### src/rtl/sound_engine.sv
// rtl/sound_engine.sv - multi-channel sawtooth tone generator with mute and DAC output
//
// Purpose:
//   CHANNELS independent tone channels. A rising edge on trig[i] starts a note
//   of `duration` cycles on channel i. While the note plays, a per-channel
//   divider advances an 8-bit-style sawtooth (wave) once every period_i cycles.
//   The registered DAC output carries the wave of the lowest-index busy channel.
//   A rising edge on mute_toggle flips the mute mode. Entering mute silences
//   and idles every channel.
//
// Optional feature:
//   SOUND_ENGINE_MIX_EN - when defined, dac_out is the saturating sum of the
//   waves of all busy channels instead of the priority selection.
//
// Ports:
//   clk          in   1                  rising-edge clock
//   rst          in   1                  asynchronous active-high reset
//   trig         in   CHANNELS           per-channel note request (rising edge)
//   period       in   CHANNELS*PERIOD_W  channel i step period at [i*PERIOD_W +: PERIOD_W]
//   duration     in   DUR_W              note length in cycles, sampled at start
//   mute_toggle  in   1                  rising edge toggles mute mode
//   dac_out      out  DAC_W              registered sawtooth sample
//   busy         out  CHANNELS           channel i is playing
//   muted        out  1                  mute mode active
module sound_engine #(
    parameter int CHANNELS = 4,
    parameter int PERIOD_W = 8,
    parameter int DUR_W    = 16,
    parameter int DAC_W    = 8
) (
    input  logic                         clk,
    input  logic                         rst,
    input  logic [CHANNELS-1:0]          trig,
    input  logic [CHANNELS*PERIOD_W-1:0] period,
    input  logic [DUR_W-1:0]             duration,
    input  logic                         mute_toggle,
    output logic [DAC_W-1:0]             dac_out,
    output logic [CHANNELS-1:0]          busy,
    output logic                         muted
);

    typedef enum logic {
        S_IDLE = 1'b0,
        S_PLAY = 1'b1
    } state_t;

    localparam logic [PERIOD_W-1:0] P_ONE = 1;
    localparam logic [DUR_W-1:0]    D_ONE = 1;
    localparam logic [DAC_W-1:0]    W_ONE = 1;

    // Per-channel state
    state_t              r_state   [CHANNELS];
    logic [DUR_W-1:0]    r_dur_cnt [CHANNELS];
    logic [PERIOD_W-1:0] r_div_cnt [CHANNELS];
    logic [DAC_W-1:0]    r_wave    [CHANNELS];

    state_t              w_state_nxt [CHANNELS];
    logic [DUR_W-1:0]    w_dur_nxt   [CHANNELS];
    logic [PERIOD_W-1:0] w_div_nxt   [CHANNELS];
    logic [DAC_W-1:0]    w_wave_nxt  [CHANNELS];

    // Divider/wave values for one PLAY step, independent of start/stop
    logic [PERIOD_W-1:0] w_per       [CHANNELS];
    logic [PERIOD_W-1:0] w_div_step  [CHANNELS];
    logic [DAC_W-1:0]    w_wave_step [CHANNELS];

    // Edge detection and mute control
    logic [CHANNELS-1:0] r_trig_q;
    logic                r_mute_q;
    logic                r_muted;
    // Cleared by reset; suppresses starts on the first edge after release so a
    // trig already held high must fall and rise again before it plays.
    logic                r_armed;
    logic [DAC_W-1:0]    r_dac;

    logic [CHANNELS-1:0] w_start;
    logic [CHANNELS-1:0] w_start_ok;
    logic                w_mute_rise;
    logic                w_mute_enter;
    logic                w_muted_nxt;
    logic [DAC_W-1:0]    w_dac_nxt;

    assign w_start      = trig & ~r_trig_q & {CHANNELS{r_armed}};
    assign w_start_ok   = w_start & {CHANNELS{(duration != '0) && !r_muted}};
    assign w_mute_rise  = mute_toggle & ~r_mute_q;
    assign w_mute_enter = w_mute_rise & ~r_muted;
    assign w_muted_nxt  = r_muted ^ w_mute_rise;

    genvar g;
    generate
        for (g = 0; g < CHANNELS; g++) begin : g_ch
            assign w_per[g] = period[g*PERIOD_W +: PERIOD_W];
            assign busy[g]  = (r_state[g] == S_PLAY);
        end
    endgenerate

    // One divider step using the current-cycle period; a zero period pins
    // the wave at 0 while the note still times out normally.
    always_comb begin : p_step
        for (int i = 0; i < CHANNELS; i++) begin
            w_div_step[i]  = '0;
            w_wave_step[i] = '0;
            if (w_per[i] == '0) begin
                w_div_step[i]  = '0;
                w_wave_step[i] = '0;
            end else if (r_div_cnt[i] == (w_per[i] - P_ONE)) begin
                w_div_step[i]  = '0;
                w_wave_step[i] = r_wave[i] + W_ONE;
            end else begin
                w_div_step[i]  = r_div_cnt[i] + P_ONE;
                w_wave_step[i] = r_wave[i];
            end
        end
    end

    // Channel next-state logic
    always_comb begin : p_fsm_nxt
        for (int i = 0; i < CHANNELS; i++) begin
            w_state_nxt[i] = r_state[i];
            w_dur_nxt[i]   = r_dur_cnt[i];
            w_div_nxt[i]   = r_div_cnt[i];
            w_wave_nxt[i]  = r_wave[i];
            case (r_state[i])
                S_IDLE: begin
                    if (w_start_ok[i] && !w_mute_enter) begin
                        w_state_nxt[i] = S_PLAY;
                        w_dur_nxt[i]   = duration;
                        w_div_nxt[i]   = '0;
                        w_wave_nxt[i]  = '0;
                    end
                end
                S_PLAY: begin
                    if (w_mute_enter) begin
                        w_state_nxt[i] = S_IDLE;
                        w_dur_nxt[i]   = '0;
                        w_div_nxt[i]   = '0;
                        w_wave_nxt[i]  = '0;
                    end else if (w_start_ok[i]) begin
                        // Retrigger: only the length restarts; the tone keeps running.
                        w_dur_nxt[i]  = duration;
                        w_div_nxt[i]  = w_div_step[i];
                        w_wave_nxt[i] = w_wave_step[i];
                    end else if (r_dur_cnt[i] == D_ONE) begin
                        w_state_nxt[i] = S_IDLE;
                        w_dur_nxt[i]   = '0;
                        w_div_nxt[i]   = '0;
                        w_wave_nxt[i]  = '0;
                    end else begin
                        w_dur_nxt[i]  = r_dur_cnt[i] - D_ONE;
                        w_div_nxt[i]  = w_div_step[i];
                        w_wave_nxt[i] = w_wave_step[i];
                    end
                end
                default: begin
                    w_state_nxt[i] = S_IDLE;
                    w_dur_nxt[i]   = '0;
                    w_div_nxt[i]   = '0;
                    w_wave_nxt[i]  = '0;
                end
            endcase
        end
    end

    // DAC sample selection. Uses the post-edge mute value so the output goes
    // silent on the same edge that enters mute.
`ifdef SOUND_ENGINE_MIX_EN
    localparam int SUM_W = DAC_W + 4;
    localparam logic [SUM_W-1:0] SUM_MAX = {{(SUM_W-DAC_W){1'b0}}, {DAC_W{1'b1}}};

    logic [SUM_W-1:0] w_sum;

    always_comb begin : p_dac_mix
        w_sum     = '0;
        w_dac_nxt = '0;
        for (int i = 0; i < CHANNELS; i++) begin
            if (r_state[i] == S_PLAY) begin
                w_sum = w_sum + {{(SUM_W-DAC_W){1'b0}}, r_wave[i]};
            end
        end
        if (w_muted_nxt) begin
            w_dac_nxt = '0;
        end else if (w_sum > SUM_MAX) begin
            w_dac_nxt = '1;
        end else begin
            w_dac_nxt = w_sum[DAC_W-1:0];
        end
    end
`else
    always_comb begin : p_dac_pri
        w_dac_nxt = '0;
        // Walk downward so the lowest-index busy channel wins.
        for (int i = CHANNELS - 1; i >= 0; i--) begin
            if (r_state[i] == S_PLAY) begin
                w_dac_nxt = r_wave[i];
            end
        end
        if (w_muted_nxt) begin
            w_dac_nxt = '0;
        end
    end
`endif

    always_ff @(posedge clk or posedge rst) begin : p_regs
        if (rst) begin
            r_trig_q <= '0;
            r_mute_q <= 1'b0;
            r_muted  <= 1'b0;
            r_armed  <= 1'b0;
            r_dac    <= '0;
            for (int i = 0; i < CHANNELS; i++) begin
                r_state[i]   <= S_IDLE;
                r_dur_cnt[i] <= '0;
                r_div_cnt[i] <= '0;
                r_wave[i]    <= '0;
            end
        end else begin
            r_trig_q <= trig;
            r_mute_q <= mute_toggle;
            r_muted  <= w_muted_nxt;
            r_armed  <= 1'b1;
            r_dac    <= w_dac_nxt;
            for (int i = 0; i < CHANNELS; i++) begin
                r_state[i]   <= w_state_nxt[i];
                r_dur_cnt[i] <= w_dur_nxt[i];
                r_div_cnt[i] <= w_div_nxt[i];
                r_wave[i]    <= w_wave_nxt[i];
            end
        end
    end

    assign dac_out = r_dac;
    assign muted   = r_muted;

endmodule

### config.mk
export PLATFORM = sky130hd
export DESIGN_NAME = sound_engine
export DESIGN_NICKNAME = d
export VERILOG_FILES = /design/src/rtl/sound_engine.sv
export SDC_FILE = /design/constraint.sdc
export NUM_CORES = 1
export LEC_CHECK = 0
export CORE_MARGIN = 4
export CORE_UTILIZATION = 50
export CTS_CLUSTER_SIZE = 14
export DETAILED_ROUTE_END_ITERATION = 8
export HOLD_SLACK_MARGIN = 0.08
export PLACE_DENSITY = 0.77
export SLEW_MARGIN = 20
export SYNTH_ARGS = -nofsm -noshare
export SYNTH_HDL_FRONTEND = slang
export SYNTH_SLANG_ARGS = --single-unit
### constraint.sdc
create_clock -name clk -period 5 [get_ports clk]
set_clock_uncertainty 0.15 [all_clocks]
set_input_delay 1 -clock clk [delete_from_list [all_inputs] [get_ports clk]]
set_output_delay 1 -clock clk [all_outputs]
set_load 0.02 [all_outputs]
; ---- Word level (Yosys, flattened, before mapping)
; Cells that the tools add are included.
[word_totals]
regBits = 147
out_inout_bits = 13
input_bits = 55
[op_classes]
n_reduce_logical = 12
n_addsub = 16
n_eq_ne = 12
n_mux = 97
bitwise = 13
[ops]
columns = op, n
row1 = 8-bit two-way mux, 49
row2 = 16-bit two-way mux, 16
row3 = 16-bit one-hot mux with 2 select lines, 4
row4 = 8-bit one-hot mux with 2 select lines, 8
row5 = 8-bit by 1-bit adder with 8-bit output (second input constant), 8
row6 = 16-bit by 1-bit == test with 1-bit output (second input constant), 4
row7 = 16-bit by 1-bit subtractor with 16-bit output (second input constant), 4
row8 = 8-bit == test, 4
row9 = 8-bit zero test, 4
row10 = 8-bit by 1-bit subtractor with 8-bit output (second input constant), 4
row11 = 1-bit two-way mux, 16
row12 = 16-bit nonzero test, 1
row13 = 4-bit bitwise AND, 3
row14 = 2-bit != test (second input constant), 4
row15 = 1-bit one-hot mux with 2 select lines, 4
row16 = 1-bit inverter, 6
row17 = 1-bit logical AND, 5
row18 = 4-bit inverter, 1
row19 = 1-bit bitwise AND, 2
row20 = 1-bit zero test, 2
row21 = 1-bit bitwise XOR, 1

; ---- Depth between registers and ports, before layout
; Gate-level depths: netlist of run 1.
[depth]
depth_word = 8
mapped_depth = 13

; ---- Worst setup path after synthesis of run 1
; Ideal clock, no wire load.
[synth_timing]
path_type = in2reg
start = input mute_toggle
end = register r_wave[15] (netlist bit)
cell_stages = 12
path_slack_ns = 1.525
arrival_ns = 3.248
setup_time_ns = 0.078
required_ns = 4.772
n_path_buf = 4
path_cell_list = nor2b_1 ha_1 clkbuf_1 inv_1 clkbuf_1 and3_1 buf_2 or2_0 buf_2 nand4_1 or4_1 a21oi_1
[synth_between]
elab_chain_len = 5
word_cells_on_any_way = 7
classes_between = eq/ne (1) / mux (2) / bitwise (2) / reduce/logical (2)
[synth_lines]
columns = item, line_no
row1 = start: declaration, 36  ; input logic mute_toggle,
row2 = 1-bit bitwise AND (*), 85  ; assign w_mute_rise = mute_toggle & ~r_mute_q;
row3 = 1-bit bitwise AND (*), 86  ; assign w_mute_enter = w_mute_rise & ~r_muted;
row4 = 1-bit zero test, 125  ; if (w_start_ok[i] && !w_mute_enter) begin
row5 = 1-bit logical AND, 125
row6 = 2-bit != test (no line), n/a
row7 = end signal: indexed assignment, 226  ; r_wave[i] <= w_wave_nxt[i];
row8 = end: declaration, 55  ; logic [DAC_W-1:0] r_wave [CHANNELS];
; Mark *: on every way between the ends. The rest lies on a longest branch, timed or not.
; A chain may end at the register's enable or synchronous reset.

; ---- Worst setup path after layout of run 1
[layout_timing]
start = input duration[14]
end = register r_div_cnt[29] (netlist bit)
[layout_between]
elab_chain_len = 6
word_cells_on_any_way = 8
classes_between = eq/ne (1) / mux (3) / bitwise (1) / reduce/logical (3)
[layout_lines]
columns = item, line_no
row1 = start: declaration, 35  ; input logic [DUR_W-1:0] duration,
row2 = 16-bit nonzero test (*), 84  ; assign w_start_ok = w_start & {CHANNELS{(duration != '0) && !r_muted}};
row3 = 1-bit logical AND (*), 84
row4 = 4-bit bitwise AND (*), 84
row5 = 8-bit two-way mux, 138  ; end else if (w_start_ok[i]) begin
row6 = 8-bit two-way mux, 133  ; if (w_mute_enter) begin
row7 = 8-bit one-hot mux with 2 select lines, 123  ; case (r_state[i])
row8 = end signal: indexed assignment, 225  ; r_div_cnt[i] <= w_div_nxt[i];
row9 = end: declaration, 54  ; logic [PERIOD_W-1:0] r_div_cnt [CHANNELS];
; Marked as above.

==> reports/metrics.csv, run 1 <==
metric,value,unit
I/O pin count,68,
Yosys reg bits,147,
placed cells,1396,
CTS Buf Count,17,
worst reg2reg startpoint,r_dur_cnt[8]$_DFFE_PP0P_,
Critical Path Sink Type,register,
Final Cycle Share,76.0,%
Chip Height,145,um
number of synthesized flops with an enable pin,0,
Worst Path Arrival,4020,ps
Initial DRC Count,1011,
total track usage,24.2,%
Mapped Nets,1201,
Die Wd,145,um
Post-synth top flop,dfrtp_1,
WL per Instance,17.5,um
share of cells above drive strength 1,6.26,%
Leak,0.00457,uW
core area,0.0182,sq mm
Post-CTS Resized,0,
vias,8813,
Num Clock Sinks,147,
DP Wirelength,17.8,mm
largest net degree at the start of global routing,148,
main combinational cell family by area after synthesis,simple AND/OR/NAND/NOR gates,
Hold/Removal Path Class,register to register,
reg2reg end,r_dur_cnt[11]$_DFFE_PP0P_,
Worst IR Drop VDD,0.301,mV
post-synthesis xor/xnor area fraction,6.27,%
mux share of post-synthesis cell area,0.975,%
worst reg2reg setup slack,1740,ps
Area Overhead vs Synth,16.9,%
Post-layout nets,1266,
IO Port Bufs,67,
total wire length,24.9,mm
post-synthesis simple-gate area fraction,26.5,%
Initial Utilization,51.4,%
clock-pin transition on the worst setup and hold timing paths,60,ps
Ys Warns,0,
"post-synthesis share of cell area spent on full adders, half adders and majority gates",3.34,%
drt first pass iters,6,
status,"finished, final reports clean",
fin. max-slew vios,0,
hold-fix buffer count after cts,0,
crit path capture,r_div_cnt[29]$_DFFE_PP0P_,
Synth Cell Area,0.00937,sq mm
clock root cell,clkbuf_16,
f_max,0.263,GHz
Least-Margin Pin Slew,926,ps
RD Place Congestion,0.945,
fill count,1561,
postcts setup bufs,0,
Crit Path Class,input port to register,
"most common cell after layout, fill and taps aside",dfrtp_1,
Final Critical Period,3800,ps
"Avg Cell Area, Syn",8.35,sq um
drt drc,0,
final setup TNS,0,ps
power per cell area,500,mW/mm^2
Via density,6.17,
max_cap viols,0,
Final Hold Fails,0,
fin util,60.1,%
die area,0.0210,sq mm
critical path peak fanout,12,
CP startpoint,duration[14],
synth unique cells,78,
antenna cells,0,
row count,49,
first-pass GRT wire length,40.7,mm
Startpoint Class,input port,
htree depth,4,
Clock Tree Buf Depth,2,
Post-Layout Cell Count,1428,
"Seq/Total Area, Yosys",39.3,%
final setup violation count,0,
Post-Syn Instances,1121,
vias in the first global route,8168,
worst endpoint required time,5220,ps
compound-cell area share of the yosys netlist,20.1,%
total global routing overflow,0,
RSZ-0062 raised after global routing,no,
Reg2Reg Depth,6,
clk_lat worst skew,440,ps
most frequent cells in the layout,"dfrtp_1 (147), nor2_1 (119), nand2_1 (111), o21ai_0 (106), a21oi_1 (82)",
"FFs w/ async S/R, synth",100,%
initial antenna violation count,0,
max_slew headroom,37.8,%
Routed Antenna Nets,0,
CTS tree,done,
## how the worst min path moves through the flow
stage                                    from                        end  cells after the start
floorplan           r_dur_cnt[10]$_DFFE_PP0P_  r_dur_cnt[10]$_DFFE_PP0P_                      2
global placement    r_dur_cnt[10]$_DFFE_PP0P_  r_dur_cnt[10]$_DFFE_PP0P_                      2
detailed placement  r_dur_cnt[10]$_DFFE_PP0P_  r_dur_cnt[10]$_DFFE_PP0P_                      2
CTS                 r_dur_cnt[10]$_DFFE_PP0P_  r_dur_cnt[10]$_DFFE_PP0P_                      2
global route        r_dur_cnt[61]$_DFFE_PP0P_  r_dur_cnt[61]$_DFFE_PP0P_                      1
finish              r_dur_cnt[10]$_DFFE_PP0P_  r_dur_cnt[10]$_DFFE_PP0P_                      2
## area by class of cell
| type | count | area (sq um) | share of cell area [%] |
|---|---|---|---|
| inverters | 38 | 146 | 1.34 |
| well taps | 229 | 287 | 2.62 |
| multi-input cells | 894 | 5370 | 49.0 |
| flip-flops and latches | 147 | 3680 | 33.6 |
| clock inverters | 14 | 201 | 1.84 |
| repair buffers | 88 | 841 | 7.68 |
| clock buffers | 18 | 429 | 3.92 |
## Yosys cell counts (6+ instances only)
cell / number / area share [%]
inv_1: 37 / 1.5
nand2_1: 111 / 4.4
xnor2_1: 43 / 4.0
buf_2: 9 / 0.48
nor2b_1: 17 / 1.1
a32oi_1: 6 / 0.56
a21oi_1: 82 / 4.4
a21o_1: 9 / 0.72
a31oi_1: 12 / 0.80
nor3b_1: 20 / 1.6
and3_1: 10 / 0.67
nor3_1: 49 / 2.6
dfrtp_1: 147 / 39
or4_1: 11 / 0.88
a211oi_1: 7 / 0.56
ha_1: 25 / 3.3
nor4_1: 26 / 1.7
nand3_1: 35 / 1.9
nand4_1: 17 / 1.1
clkbuf_1: 29 / 1.2
o31ai_1: 8 / 0.64
a22oi_1: 10 / 0.80
xor2_1: 24 / 2.2
o22ai_1: 9 / 0.60
nor2_1: 119 / 4.8
nand2b_1: 16 / 1.1
mux2i_1: 8 / 0.86
nand3b_1: 7 / 0.56
or3_1: 17 / 1.1
o21ai_0: 106 / 5.7
## registers in the layout, indices dropped and copies added (netlist names)
signal and count:
busy 4, dac_out 8, muted 1, r_armed 1, r_div_cnt 32, r_dur_cnt 64
r_mute_q 1, r_trig_q 4, r_wave 32
## power by group
group / switching [uW] / internal [uW]
sequential: 444 / 1500
clock: 536 / 843
combinational: 1320 / 837
total: 2300 / 3170
## metal layers
metal / routed length, um / global-route usage [%]
met1: 10700 / 31.4
met4: 674 / 7.51
met5: 0 / 0
met3: 1830 / 6.80
met2: 11700 / 39.5
## logic make-up after synthesis
kind of cell / Yosys count
xor+xnor: 67
simple gates: 489
compound gates: 303
mux: 9
buf+inv: 80
other cells: 1
fa+ha+maj: 25
flops: 147
## worst max-delay path, stage by stage
cell             delay (ps)
clkdlybuf4s50_1         550
or4_1                   640
o41a_4                  550
and3_4                  240
or2_0                   390
and2_4                  280
or2_4                   260
nor2_1                  110
## stage by stage
step	total power, uW	instance area, sq um	hold slack (ps)	setup WS, ps
2_1_floorplan	3440	9370	280	1520
3_3_place_gp	4000	10300	295	805
3_5_place_dp	4050	10300	308	716
4_1_cts	5450	10900	320	1140
5_1_grt	5850	10900	376	993
6_report	5480	10900	319	1200
No activity file was read; power rests on OpenSTA's default activity.
==> inputs of run 2 (changes only) <==
- clock period: 5 -> 3.1 ns (I/O delays scaled with it)
==> reports/metrics.csv, run 2 (synthesis gave the netlist of run 1 again) <==
metric,value,unit,change
critical path peak fanout,9,,was 12
Via density,6.01,,was 6.17
core area,0.0182,sq mm,unchanged
GR Layer Usage met1,34.9,%,was 31.4%
f_max,0.329,GHz,
sequential cell area,0.00368,sq mm,unchanged
Num Clock Sinks,147,,unchanged
RSZ-0062 raised after global routing,yes,,was no
Leak,0.00520,uW,was 0.00457 uW
final setup violation count,0,,unchanged
crit path cell chain,clkdlybuf4s50_1 -> or4_4 -> o41a_4 -> and2_1 -> o211a_1 -> a21boi_2 -> a21o_1 -> a22o_1,,was clkdlybuf4s50_1 -> or4_1 -> o41a_4 -> and3_4 -> or2_0 -> and2_4 -> or2_4 -> nor2_1
WL per Instance,17.4,um,was 17.5 um
max_cap viols,0,,unchanged
htree depth,4,,unchanged
Reg2Reg Depth,7,,was 6
CP bufs+invs,1,,unchanged
drt first pass iters,5,,was 6
total track usage,26.2,%,was 24.2%
worst reg2reg setup slack,220,ps,was 1740 ps
"most common cell after layout, fill and taps aside",dfrtp_1,,unchanged
Final Critical Period,3040,ps,
IO Port Bufs,67,,unchanged
Least-Margin Pin Slew,728,ps,was 926 ps
Post-layout nets,1390,,"was 1,266"
final setup TNS,0,ps,unchanged
share of cells above drive strength 1,15.8,%,was 6.26%
vias in the first global route,8800,,"was 8,168"
drt drc,0,,unchanged
Largest Register,r_dur_cnt,,unchanged
met3 Resource Use GR,5.59,%,was 6.80%
Max stage delay on crit path,570,ps,was 640 ps
Initial Utilization,51.4,%,unchanged
cell-internal power,5640,uW,was 3170 uW
Hold Path End,r_wave[23]$_DFFE_PP0P_,,was r_dur_cnt[10]$_DFFE_PP0P_
most frequent cells in the layout,"dfrtp_1 (147), buf_4 (141), nor2_1 (119), nand2_1 (111), o21ai_0 (105)",,"was dfrtp_1 (147), nor2_1 (119), nand2_1 (111), o21ai_0 (106), a21oi_1 (82)"
clock share of power,23.9,%,was 25.2%
postcts setup bufs,0,,unchanged
sequential share of power,32.1,%,was 35.4%
Die Wd,145,um,unchanged
Final Cycle Share,98.0,%,
RD Place Congestion,0.928,,was 0.945
antenna cells,0,,unchanged
Area Overhead vs Synth,27.9,%,was 16.9%
worst reg2reg startpoint,r_dur_cnt[8]$_DFFE_PP0P_,,unchanged
Top delay family on crit path,compound AO/OA/AOI/OAI gates,,was simple AND/OR/NAND/NOR gates
DP Wirelength,19.8,mm,was 17.8 mm
first-pass GRT wire length,43.8,mm,was 40.7 mm
met2 Track Usage GR,42.6,%,was 39.5%
I/O pin count,68,,unchanged
CP max stage cell,or4_4,,was or4_1
DP Area,0.0113,sq mm,was 0.0103 sq mm
total global routing overflow,0,,unchanged
max reg flops,64,,unchanged
Critical Path Sink Type,register,,unchanged
Final Hold Fails,0,,unchanged
Comb pwr share,44.1,%,was 39.4%
reg2reg end,r_dur_cnt[11]$_DFFE_PP0P_,,unchanged
fin util,65.8,%,was 60.1%
Top Registers,"r_dur_cnt (64), r_div_cnt (32), r_wave (32)",,unchanged
Hold Startpoint,r_wave[23]$_DFFE_PP0P_,,was r_dur_cnt[10]$_DFFE_PP0P_
worst endpoint required time,3270,ps,was 5220 ps
Routed Antenna Nets,0,,unchanged
instance count on the critical path,8,,unchanged
Worst IR Drop VDD,0.480,mV,was 0.301 mV
CP startpoint,duration[14],,unchanged
Clock Tree Buf Depth,2,,unchanged
Hold WS,349,ps,was 319 ps
clock-pin transition on the worst setup and hold timing paths,60,ps,about the same
fill count,1497,,"was 1,561"
power per cell area,790,mW/mm^2,was 500 mW/mm^2
total wire length,27.0,mm,was 24.9 mm
Initial DRC Count,845,,"was 1,011"
final instance area,0.0120,sq mm,was 0.0109 sq mm
vias,9323,,"was 8,813"
WHS Path Cells,1,,was 2
Hold/Removal Path Class,register to register,,unchanged
row count,49,,unchanged
max_slew headroom,51.4,%,was 37.8%
hold-fix buffer count after cts,0,,unchanged
"Most Used Layer, Global Route",met2,,unchanged
Startpoint Class,input port,,unchanged
fin. max-slew vios,0,,unchanged
multi-input logic area,0.00542,sq mm,was 0.00537 sq mm
status,"finished, final reports clean",,unchanged
Worst Path Arrival,3210,ps,was 4020 ps
clock root cell,clkbuf_16,,unchanged
initial antenna violation count,0,,unchanged
Net Sw Frac,40.4,%,was 42.0%
die area,0.0210,sq mm,unchanged
clk_lat worst skew,430,ps,was 440 ps
Chip Height,145,um,unchanged
Crit Path Class,input port to register,,unchanged
CTS tree,done,,unchanged
sw power,3820,uW,was 2300 uW
largest net degree at the start of global routing,66,,was 148
CTS Buf Count,17,,unchanged
## run 2: through the flow
step	setup slack [ps]	cells	total power (uW)
after global placement	-434	1520	6960
after floorplan	4.74	1121	5560
after CTS	9.09	1551	9380
final	62.1	1551	9460
after detailed placement	-597	1520	7090
after global routing	-28.3	1551	10100
## run 2: worst max-delay path by stage
stage | end | slack, ps
floorplan | r_wave[15]$_DFFE_PP0P_ | 5
global placement | r_wave[16]$_DFFE_PP0P_ | -430
detailed placement | r_wave[28]$_DFFE_PP0P_ | -600
CTS | r_wave[22]$_DFFE_PP0P_ | 9
global route | r_wave[22]$_DFFE_PP0P_ | -30
finish | r_div_cnt[12]$_DFFE_PP0P_ | 60
## run 2: routing by layer
layer / vias up / part of all wire (%) / wire length, um
met1: 4495 / 43 / 11600
met3: 51 / 6.4 / 1730
li1: 4445 / - / -
met5: - / 0 / 0
met2: 332 / 48 / 12900
met4: 0 / 2.8 / 756
## run 2: cell type report
type	instances	area share, %
multi-input combinational	894	45.2
clock buffer	17	3.55
sequential	147	30.7
inverter	38	1.22
clock inverter	14	1.77
timing repair buffer	212	15.1
tap	229	2.39
## run 2: power groups by stage
stage	Sequential, uW	Combinational, uW	Clock, uW
after floorplan	2900	2660	0
after global placement	3010	3950	0
final	3030	4170	2260
after CTS	3010	4100	2270
after global routing	3110	4630	2360
after detailed placement	3030	4060	0
## run 2: timing repair
item	in CTS	in global routing
gates resized for setup	5	13
endpoints found under the setup margin	20	37
pin swaps	0	2
